===== src/rtl/nn_fixed_pkg.sv =====
// Shared sign-magnitude fixed-point definitions for the accelerator datapath.
// Holds default formats, field indices and the round/saturate helper.
package nn_fixed_pkg;

    localparam int SM_WIDTH    = 8;
    localparam int SM_FRAC     = 3;
    localparam int SM_SIGN_BIT = SM_WIDTH - 1;
    localparam int SM_MAG_MSB  = SM_WIDTH - 2;

    // Widest value format the helper supports; accumulators up to 2x that.
    localparam int SM_MAXW     = 32;
    localparam int SM_ACC_MAXW = 2 * SM_MAXW;

    typedef logic [SM_ACC_MAXW-1:0] sm_acc_t;
    typedef logic [SM_MAXW:0]       sm_res_t;

    // Round half up on the magnitude, then clamp to the largest magnitude.
    // Result is {ovf, mag}; mag is zero-extended to SM_MAXW bits.
    function automatic sm_res_t sm_round_sat(
        input sm_acc_t acc,
        input int      width = SM_WIDTH,
        input int      frac  = SM_FRAC
    );
        sm_acc_t m;
        sm_acc_t lim;
        sm_acc_t rb;
        rb  = '0;
        rb[0] = acc[frac-1];
        m   = (acc >> frac) + rb;
        lim = (SM_ACC_MAXW'(1) << (width - 1)) - SM_ACC_MAXW'(1);
        if (m > lim) begin
            return {1'b1, lim[SM_MAXW-1:0]};
        end
        return {1'b0, m[SM_MAXW-1:0]};
    endfunction

endpackage


===== src/rtl/serial_mult_lane.sv =====
// One neuron lane: shift-add accumulation of a serial weight, then
// round, saturate and sign resolution into a held result register.
module serial_mult_lane
    import nn_fixed_pkg::*;
#(
    parameter int WIDTH = SM_WIDTH,
    parameter int FRAC  = SM_FRAC
) (
    input  logic             clk,
    input  logic             reset,
    input  logic             load,
    input  logic             step,
    input  logic             fin,
    input  logic             w_bit,
    input  logic [WIDTH-1:0] in_val,
    output logic [WIDTH-1:0] out_val,
    output logic             out_ovf
);

    localparam int ACCW = 2 * (WIDTH - 1);
    localparam int PADW = ACCW - (WIDTH - 1);

    logic [ACCW-1:0]  acc_q, acc_d;
    logic [WIDTH-2:0] a_mag_q, a_mag_d;
    logic             a_sign_q, a_sign_d;
    logic [WIDTH-1:0] res_q, res_d;
    logic             ovf_q, ovf_d;

    sm_res_t          rs;
    logic [WIDTH-2:0] fin_mag;
    logic             fin_sign;
    logic             unused_rs;

    assign rs        = sm_round_sat(SM_ACC_MAXW'(acc_q), WIDTH, FRAC);
    assign fin_mag   = rs[WIDTH-2:0];
    assign fin_sign  = (a_sign_q ^ w_bit) & (|fin_mag);
    assign unused_rs = ^rs[SM_MAXW-1:WIDTH-1];

    // Next-state for operand latch, accumulator and result registers.
    always_comb begin
        acc_d    = acc_q;
        a_mag_d  = a_mag_q;
        a_sign_d = a_sign_q;
        res_d    = res_q;
        ovf_d    = ovf_q;
        if (load) begin
            a_mag_d  = in_val[WIDTH-2:0];
            a_sign_d = in_val[WIDTH-1];
            acc_d    = w_bit ? {{PADW{1'b0}}, in_val[WIDTH-2:0]} : '0;
        end else if (step) begin
            acc_d = (acc_q << 1)
                  + (w_bit ? {{PADW{1'b0}}, a_mag_q} : '0);
        end else if (fin) begin
            res_d = {fin_sign, fin_mag};
            ovf_d = rs[SM_MAXW];
        end
    end

    // Lane state registers with synchronous reset.
    always_ff @(posedge clk) begin
        if (reset) begin
            acc_q    <= '0;
            a_mag_q  <= '0;
            a_sign_q <= 1'b0;
            res_q    <= '0;
            ovf_q    <= 1'b0;
        end else begin
            acc_q    <= acc_d;
            a_mag_q  <= a_mag_d;
            a_sign_q <= a_sign_d;
            res_q    <= res_d;
            ovf_q    <= ovf_d;
        end
    end

    assign out_val = res_q;
    assign out_ovf = ovf_q;

endmodule


===== src/rtl/bit_serial_mult_array.sv =====
// Bit-serial multiplier: one serial weight times LANES neuron values.
// Owns the IDLE/RUN sequencer, bit counter and start/busy/valid handshake.
module bit_serial_mult_array
    import nn_fixed_pkg::*;
#(
    parameter int WIDTH = SM_WIDTH,
    parameter int FRAC  = SM_FRAC,
    parameter int LANES = 4
) (
    input  logic                   clk,
    input  logic                   reset,
    input  logic                   start,
    input  logic [LANES*WIDTH-1:0] in_neuron,
    input  logic                   w_bit,
    output logic                   busy,
    output logic                   out_valid,
    output logic [LANES*WIDTH-1:0] out_data,
    output logic [LANES-1:0]       out_ovf
);

    localparam int CW = $clog2(WIDTH);
    localparam logic [CW-1:0] LAST = CW'(WIDTH - 1);

    typedef enum logic {
        ST_IDLE,
        ST_RUN
    } state_t;

    state_t        state_q, state_d;
    logic [CW-1:0] cnt_q, cnt_d;
    logic          valid_q, valid_d;
    logic          load, step, fin;

    // Sequencer: T0 loads, middle edges shift, the last edge finalises.
    always_comb begin
        state_d = state_q;
        cnt_d   = cnt_q;
        valid_d = 1'b0;
        load    = 1'b0;
        step    = 1'b0;
        fin     = 1'b0;
        unique case (state_q)
            ST_IDLE: begin
                if (start) begin
                    state_d = ST_RUN;
                    cnt_d   = CW'(1);
                    load    = 1'b1;
                end
            end
            ST_RUN: begin
                if (cnt_q == LAST) begin
                    state_d = ST_IDLE;
                    cnt_d   = '0;
                    fin     = 1'b1;
                    valid_d = 1'b1;
                end else begin
                    cnt_d = cnt_q + CW'(1);
                    step  = 1'b1;
                end
            end
            default: begin
                state_d = ST_IDLE;
                cnt_d   = '0;
            end
        endcase
    end

    // Sequencer registers with synchronous reset.
    always_ff @(posedge clk) begin
        if (reset) begin
            state_q <= ST_IDLE;
            cnt_q   <= '0;
            valid_q <= 1'b0;
        end else begin
            state_q <= state_d;
            cnt_q   <= cnt_d;
            valid_q <= valid_d;
        end
    end

    assign busy      = (state_q == ST_RUN);
    assign out_valid = valid_q;

    for (genvar i = 0; i < LANES; i++) begin : g_lane
        serial_mult_lane #(
            .WIDTH(WIDTH),
            .FRAC (FRAC)
        ) u_lane (
            .clk    (clk),
            .reset  (reset),
            .load   (load),
            .step   (step),
            .fin    (fin),
            .w_bit  (w_bit),
            .in_val (in_neuron[i*WIDTH +: WIDTH]),
            .out_val(out_data[i*WIDTH +: WIDTH]),
            .out_ovf(out_ovf[i])
        );
    end

endmodule


===== config.mk =====
export PLATFORM = sky130hd
export DESIGN_NAME = bit_serial_mult_array
export DESIGN_NICKNAME = d
export VERILOG_FILES = /design/src/rtl/nn_fixed_pkg.sv /design/src/rtl/serial_mult_lane.sv /design/src/rtl/bit_serial_mult_array.sv
export SDC_FILE = /design/constraint.sdc
export NUM_CORES = 1
export LEC_CHECK = 0
export CORE_ASPECT_RATIO = 1.1
export CORE_MARGIN = 10
export CORE_UTILIZATION = 57
export CTS_CLUSTER_DIAMETER = 80
export DETAILED_ROUTE_END_ITERATION = 10
export PLACE_DENSITY = 0.8
export SLEW_MARGIN = 20
export SYNTH_ARGS = -nofsm -noshare
export SYNTH_HDL_FRONTEND = slang
export SYNTH_SLANG_ARGS = --single-unit

===== constraint.sdc =====
create_clock -name clk -period 3.6 [get_ports clk]
set_input_delay 0.54 -clock clk [delete_from_list [all_inputs] [get_ports clk]]
set_output_delay 0.54 -clock clk [all_outputs]
set_load 0.03 [all_outputs]

==> flow_summary.toml <==
[status]
run_status = "completed"

[floorplan]
pin_count = 74
number_of_placement_rows = 42
start_util_pct = 58.4
die_w_um = 126
die_area_sq_um = 17200
core_sq_um = 12000
fp.dieH_um = 136

[routing]
met3WireLength_um = 1210
drt_iter0_markers = 589
drcViolationCount = 0
wirelength_met1_um = 7920
routed-via-count = 6491
total_met2_wirelength_after_detailed_routing_um = 8630
postRouteWirelength_um = 18200
post_drt_via_cell_ratio = 5.95
wl_per_cell_um = 16.7
route.antenna.remaining_nets = 0
detail_route.first_pass.iterations = 6
route.top_layer_used = "met4"

[final_layout]
antenna_cells = 0
post_route_cells_drive_above_1_share_pct = 5.55
design.final.nets = 999
areaGrowthSynthToFinish_pct = 18.9
finish.instance_area_sq_um = 8360

[clock_tree]
cts.sink_count = 129
cts_tree = "yes"
cts.repair.resized = 0
cts_buffer_depth = 2
cts.hold.buffers_added = 0
clock_tree_root = "sky130_fd_sc_hd__clkbuf_16"
cts.htree.levels = 4
tritoncts.num_buffers = 17
clkTransAtPathRegs_ps = 50
postCtsSetupRepairBufs = 0
clock_latency_ps = 430

[synthesis]
mappedNetlistNets = 950
synthCells = 876
synth_cell_type_count = 55
count_of_warnings_emitted_by_yosys = 0
synth_edf_count = 0
synth-seq-cells = 129
synthFlopType = "sky130_fd_sc_hd__dfxtp_1"
avgSynthCellArea_sq_um = 8.02
register_area_share_after_synthesis_pct = 36.7
synth_async_sr_flop_share_pct = 0
synthesis.area_sq_um = 7030

[grt]
groute.usage.overall_pct = 21.2
initial_antenna_violation_count = 0
largest_net_degree_at_the_start_of_global_routing = 55
grt_pass1_vias = 6319
first_pass_grt_wire_length_um = 30200
grt-ovfl-total = 0

[power]
total_leakage_power_nw = 3.16
irDropWorstVdd_v = 0.000290
power-per-cell-area_nw_per_um2 = 409

[sta]
fin_crit_ps = 2660
slew_limit_headroom_pct = 26.3
hold_viol = 0
fin_skew_ps = 8.65
period_share_pct = 73.8
rsz0062_at_grt = "no"
max_freq_mhz = 377
final-setup-viol-count = 0
tightest_slew_ps = 1100
final_max_slew_viol_count = 0
timing.setup.tns_ps = 0

[setup_path]
worstPathArrival_ps = 2950
crit_path_start_kind = "input port"
crit_required_ps = 3890
regToRegStartpoint = "g_lane[2].u_lane.acc_q[2]$_SDFFE_PP0P_"
critPathKind = "in -> reg"
rrSetupSlack_ps = 1110
reg2regPathDepth = 6
setup.worst_path.end_class = "flip-flop"
timing.critical_path.fanout_max = 31
rr_endpoint = "g_lane[2].u_lane.out_val[7]$_SDFFE_PP0P_"

[worst_hold_path]
worst_hold_path.num_cells = 2
worst_hold_path_type = "reg -> reg"
worstHoldStart = "g_lane[0].u_lane.out_val[4]$_SDFFE_PP0P_"
worstHoldEndpoint = "g_lane[0].u_lane.out_val[4]$_SDFFE_PP0P_"

[place]
numPortBuffers = 73
place.detailed.hpwl_um = 12600
post_dp_cell_area_sq_um = 7840
gp_routability_congestion = 0.903

[run]
cap_violations = 0
==> stage by stage <==
step           std cells  total power, mW  hold slack (ps)  worst slack [ps]  utilization, %
5_1_grt             1091             3.54              463               742            69.5
3_5_place_dp        1060             1.91              443               547            65.2
6_report            1091             3.42              449               944            69.5
3_3_place_gp        1060             1.90              434               630            65.2
2_1_floorplan        876             1.77              427               935               -
4_1_cts             1091             3.42              451               967            69.5
==> cells in the mapped netlist (3+ instances only) <==
cell type	number	share of area [%]
sky130_fd_sc_hd__o31ai_1	6	0.64
sky130_fd_sc_hd__nand2_1	120	6.4
sky130_fd_sc_hd__nor4_1	3	0.27
sky130_fd_sc_hd__o31a_1	4	0.50
sky130_fd_sc_hd__a22oi_1	8	0.85
sky130_fd_sc_hd__a21oi_1	51	3.6
sky130_fd_sc_hd__nor2b_1	11	0.98
sky130_fd_sc_hd__buf_2	4	0.28
sky130_fd_sc_hd__nand2b_1	6	0.53
sky130_fd_sc_hd__a31oi_1	3	0.27
sky130_fd_sc_hd__nor3_1	40	2.8
sky130_fd_sc_hd__and2_1	26	2.3
sky130_fd_sc_hd__nand4_1	12	1.1
sky130_fd_sc_hd__clkbuf_1	48	2.6
sky130_fd_sc_hd__inv_1	22	1.2
sky130_fd_sc_hd__or3_1	5	0.44
sky130_fd_sc_hd__a2bb2oi_1	4	0.50
sky130_fd_sc_hd__dfxtp_1	129	37
sky130_fd_sc_hd__nor2_1	98	5.2
sky130_fd_sc_hd__o21ai_0	48	3.4
sky130_fd_sc_hd__o21a_1	8	0.85
sky130_fd_sc_hd__a211oi_1	27	2.9
sky130_fd_sc_hd__nand3_1	13	0.93
sky130_fd_sc_hd__a311oi_1	8	1.0
sky130_fd_sc_hd__xnor2_1	26	3.2
sky130_fd_sc_hd__a221oi_1	7	0.87
sky130_fd_sc_hd__ha_1	34	6.1
sky130_fd_sc_hd__a32o_1	6	0.85
sky130_fd_sc_hd__o211ai_1	6	0.64
sky130_fd_sc_hd__o21bai_1	4	0.43
sky130_fd_sc_hd__a222oi_1	7	1.0
sky130_fd_sc_hd__fa_1	4	1.1
sky130_fd_sc_hd__buf_4	4	0.43
sky130_fd_sc_hd__mux2i_1	7	1.0
sky130_fd_sc_hd__xor2_1	32	4.0
sky130_fd_sc_hd__a21o_1	3	0.32
sky130_fd_sc_hd__and3_1	9	0.80
==> worst max-delay path, stage by stage <==
cell                              delay (ps)
sky130_fd_sc_hd__clkdlybuf4s50_1         500
sky130_fd_sc_hd__buf_12                  200
sky130_fd_sc_hd__and2_1                  150
sky130_fd_sc_hd__ha_1                    180
sky130_fd_sc_hd__inv_1                    60
sky130_fd_sc_hd__fa_1                    380
sky130_fd_sc_hd__nor2b_1                 280
sky130_fd_sc_hd__o31a_1                  190
sky130_fd_sc_hd__a21oi_1                  50
sky130_fd_sc_hd__a222oi_1                340
sky130_fd_sc_hd__nor2_1                   70
==> cell usage in the layout, fill, tap and decap left out, types with 27 or more instances in the layout <==
cell type                         count
sky130_fd_sc_hd__a21oi_1             51
sky130_fd_sc_hd__nand2_1            120
sky130_fd_sc_hd__nor2_1              98
sky130_fd_sc_hd__a211oi_1            27
sky130_fd_sc_hd__dfxtp_1            129
sky130_fd_sc_hd__xor2_1              32
sky130_fd_sc_hd__clkdlybuf4s50_1     72
sky130_fd_sc_hd__ha_1                34
sky130_fd_sc_hd__o21ai_0             48
sky130_fd_sc_hd__nor3_1              40
==> worst max path at each step <==
stage | startpoint | cells after the start | slack [ps] | to
after detailed placement | w_bit | 11 | 550 | g_lane[3].u_lane.acc_q[11]$_SDFFE_PP0P_
after floorplan | w_bit | 11 | 940 | g_lane[1].u_lane.acc_q[7]$_SDFFE_PP0P_
after CTS | w_bit | 11 | 970 | g_lane[0].u_lane.acc_q[13]$_SDFFE_PP0P_
after global routing | w_bit | 11 | 740 | g_lane[1].u_lane.acc_q[5]$_SDFFE_PP0P_
final | w_bit | 11 | 940 | g_lane[1].u_lane.acc_q[5]$_SDFFE_PP0P_
after global placement | w_bit | 11 | 630 | g_lane[0].u_lane.acc_q[13]$_SDFFE_PP0P_
==> report_power, final <==
| group | internal [mW] | switching (mW) |
|---|---|---|
| registers | 1.47 | 0.0477 |
| clock network | 0.919 | 0.612 |
| logic | 0.158 | 0.206 |
| total | 2.55 | 0.866 |
==> flip-flops by register name, summed over array words and instances (netlist names) <==
name / flops
out_valid: 1
busy: 1
g_lane.u_lane.acc_q: 56
g_lane.u_lane.out_val: 32
g_lane.u_lane.out_ovf: 4
cnt_q: 3
g_lane.u_lane.a_sign_q: 4
g_lane.u_lane.a_mag_q: 28
==> routing by layer <==
| metal | GRT usage (%) | up-vias |
|---|---|---|
| met5 | 0 | - |
| met1 | 25.0 | 3051 |
| met3 | 5.06 | 44 |
| li1 | - | 3184 |
| met2 | 36.0 | 212 |
| met4 | 9.37 | 0 |
==> layout make-up <==
cell class	count	area, sq um
well taps	154	193
clock inverters	7	35.0
multi-input cells	667	4130
repair buffers	88	853
flip-flops and latches	129	2580
clock buffers	24	482
inverters	22	82.6
fillers	992	3670
==> cells by family (layout without fill, tap and decap cells) <==
logic type,Yosys count,in the layout,synth area share [%]
AOI/OAI and AO/OA,211,211,20.1
buffers and inverters,80,141,4.56
DFF,129,129,36.7
adders and majority gates,38,38,7.19
and+or+nand+nor,352,352,23.0
muxes,8,8,1.16
xor gates and xnor gates,58,58,7.23
Note: power is estimated with default switching activity, not from simulation.
==> patch: new RTL, config.mk and constraints unchanged <==
The output `out_valid` loses its register stage (`valid_q` becomes a continuous assignment).
--- a/src/rtl/bit_serial_mult_array.sv
+++ b/src/rtl/bit_serial_mult_array.sv
@@ -71,11 +71,11 @@
             state_q <= ST_IDLE;
             cnt_q   <= '0;
-            valid_q <= 1'b0;
         end else begin
             state_q <= state_d;
             cnt_q   <= cnt_d;
-            valid_q <= valid_d;
         end
     end
+
+    assign valid_q = valid_d;
 
     assign busy      = (state_q == ST_RUN);
Behaviour: not the same (a bounded check fails within 10 cycles, from zero or initial values and one cycle with reset high).
==> patch against the unedited design <==
Clock power rose by 7%; sequential cell count is 1 lower; design area up 1.2%; synthesized area is 2.0% higher; total power up 2.5%; routed wire length decreased by 4.2%; hold slack worse by 0.0012 ns; synthesized cell count unchanged; register-to-register slack improved by 0.16 ns; first-iteration DRC count shrank 7.0%; worst setup slack worse by 0.034 ns; critical path type is now reg2out; largest power group unchanged.
==> patch: results (changes against the unedited design) <==
| Metric | Value |
|---|---|
| Global-route usage over all layers | 20.01% (was 21.20%) |
| Largest net degree at the start of global routing | 43 (was 55) |
| DRC violation total after the first TritonRoute iteration | 548 (was 589) |
| Share of cell area taken by muxes after synthesis | 1.169% (was 1.157%) |
| Start point of the worst hold path | g_lane[0].u_lane.a_mag_q[3]$_SDFFE_PP0P_ (was g_lane[0].u_lane.out_val[4]$_SDFFE_PP0P_) |
| Crit-path max cell delay | 0.71 ns (was 0.50 ns) |
| HPWL after DPL | 12,330 um (was 12,630 um) |
| Largest fanout of any net on the critical path | 4 (was 31) |
| Leak | 0.003257 uW (was 0.003156 uW) |
| Wire length of the first global-routing pass | 29,050 um (was 30,170 um) |
| Number of global-route vias before repair | 6,025 (was 6,319) |
| Setup skew after layout | 0.003481 ns (was 0.008647 ns) |
| Status | completed (unchanged) |
| Via density per instance | 5.809 (was 5.950) |
| Post-DR wirelength/cell | 16.01 um (was 16.71 um) |
| Top register by number of flip-flops | g_lane.u_lane.acc_q (unchanged) |
| Maximum level of the CTS H-tree | 4 (unchanged) |
| Gpl congestion | 0.8710 (was 0.9032) |
| Library cells used by synthesis | 77 (was 55) |
| Largest cells by area after synthesis | dfxtp_1 36%, nand2_1 6.1%, ha_1 5.9% (was dfxtp_1 37%, nand2_1 6.4%, ha_1 6.1%) |
| Adder and majority gate portion of the synthesized area | 7.048% (was 7.191%) |
| Peak supply drop | 0.0003279 V (was 0.0002903 V) |
| Fraction of final layout cells sized beyond drive strength 1 | 8.004% (was 5.550%) |
| Post-CTS setup buffer count | 0 (unchanged) |
| Worst Reg-to-Reg Cells | 9 (was 6) |
| Capture instance of the worst register-to-register path | g_lane[3].u_lane.out_val[7]$_SDFFE_PP0P_ (was g_lane[2].u_lane.out_val[7]$_SDFFE_PP0P_) |
| Worst slew margin | 56.72% (was 26.33%) |
| Pre-antenna DRT Iters | 5 (was 6) |
| Fraction of the yosys area taken by sequential cells | 35.73% (was 36.74%) |
| Endpoint of the worst hold-timing path | g_lane[0].u_lane.a_mag_q[3]$_SDFFE_PP0P_ (was g_lane[0].u_lane.out_val[4]$_SDFFE_PP0P_) |
| Most frequent cells after synthesis | 128 x dfxtp_1, 117 x nand2_1, 94 x nor2_1 (was 129 x dfxtp_1, 120 x nand2_1, 98 x nor2_1) |
| Setup slack on the worst flop-to-flop path | 1.27 ns (was 1.11 ns) |
| Reg-to-Reg Start | cnt_q[0]$_SDFFE_PP0P_ (was g_lane[2].u_lane.acc_q[2]$_SDFFE_PP0P_) |
| Post-Route Hold Slack | 0.4480 ns (was 0.4492 ns) |
## patch: cell types whose count changed in the layout (fill, tap and decap cells not counted), sizes merged, moves of 3 or more
cell	before	now
o21ai	50	62
a211oi	27	19
a21o	3	0
a311oi	8	4
a22oi	8	5
a21oi	51	60
xor2	32	29
## patch: worst max-delay path, delay by kind of cell, from the launching register on
family / cells / cell delay (ns)
buffers and inverters: 2 / 0.85
adders and majority gates: 2 / 0.43
DFF: 1 / 0.36
and+or+nand+nor: 1 / 0.09
## patch: how the worst max path moves through the flow
stage,from,endpoint,slack [ns],cells after the start
after floorplan,w_bit,g_lane[2].u_lane.acc_q[7]$_SDFFE_PP0P_,0.96,11
after global placement,w_bit,g_lane[0].u_lane.acc_q[13]$_SDFFE_PP0P_,0.59,11
after detailed placement,w_bit,g_lane[3].u_lane.acc_q[13]$_SDFFE_PP0P_,0.49,11
after CTS,cnt_q[0]$_SDFFE_PP0P_,out_valid,0.92,5
after global routing,w_bit,g_lane[3].u_lane.acc_q[11]$_SDFFE_PP0P_,0.77,11
final,cnt_q[0]$_SDFFE_PP0P_,out_valid,0.91,5
## patch: where the power goes
part	internal [uW]	total [uW]	switching, uW	leakage (uW)
Combinational	160	364	204	0.00193
Clock	1030	1630	598	0.000283
Sequential	1460	1510	46.4	0.00104
## patch: layout make-up
| class | count | area (um2) |
|---|---|---|
| Inverter | 23 | 86.33 |
| Clock buffer | 25 | 505.5 |
| Timing Repair Buffer | 87 | 830.8 |
| Multi-Input combinational cell | 668 | 4230 |
| Tap cell | 154 | 192.7 |
| Fill cell | 990 | 3729 |
| Clock inverter | 6 | 55.05 |
| Sequential cell | 128 | 2562 |
## patch: stage by stage
| stage | utilization, % | worst slack, ns | cells | power, uW | area [um2] |
|---|---|---|---|---|---|
| floorplan | - | 0.9563 | 876 | 1775 | 7172 |
| global placement | 64.82 | 0.5870 | 1060 | 1888 | 7903 |
| detailed placement | 64.82 | 0.4948 | 1060 | 1894 | 7903 |
| CTS | 69.42 | 0.9186 | 1091 | 3511 | 8463 |
| global route | 69.42 | 0.7676 | 1091 | 3626 | 8463 |
| finish | 69.42 | 0.9099 | 1091 | 3501 | 8463 |
## patch: kinds of logic (layout without fill, tap and decap cells)
logic type | Yosys count | after routing
buffers and inverters | 80 | 141
flip-flops | 128 | 128
AO/OA/AOI/OAI | 217 | 217
XOR/XNOR | 54 | 54
multiplexers | 7 | 7
AND/OR/NAND/NOR | 352 | 352
adder cells (fa/ha/maj) | 38 | 38
## patch: per-layer routing
metal | share of wire, % | track usage [%] | vias up
li1 | - | - | 3185
met1 | 47 | 26.60 | 2934
met2 | 44 | 30.05 | 194
met3 | 7.4 | 5.536 | 25
met4 | 1.8 | 7.911 | 0
met5 | 0 | 0 | -
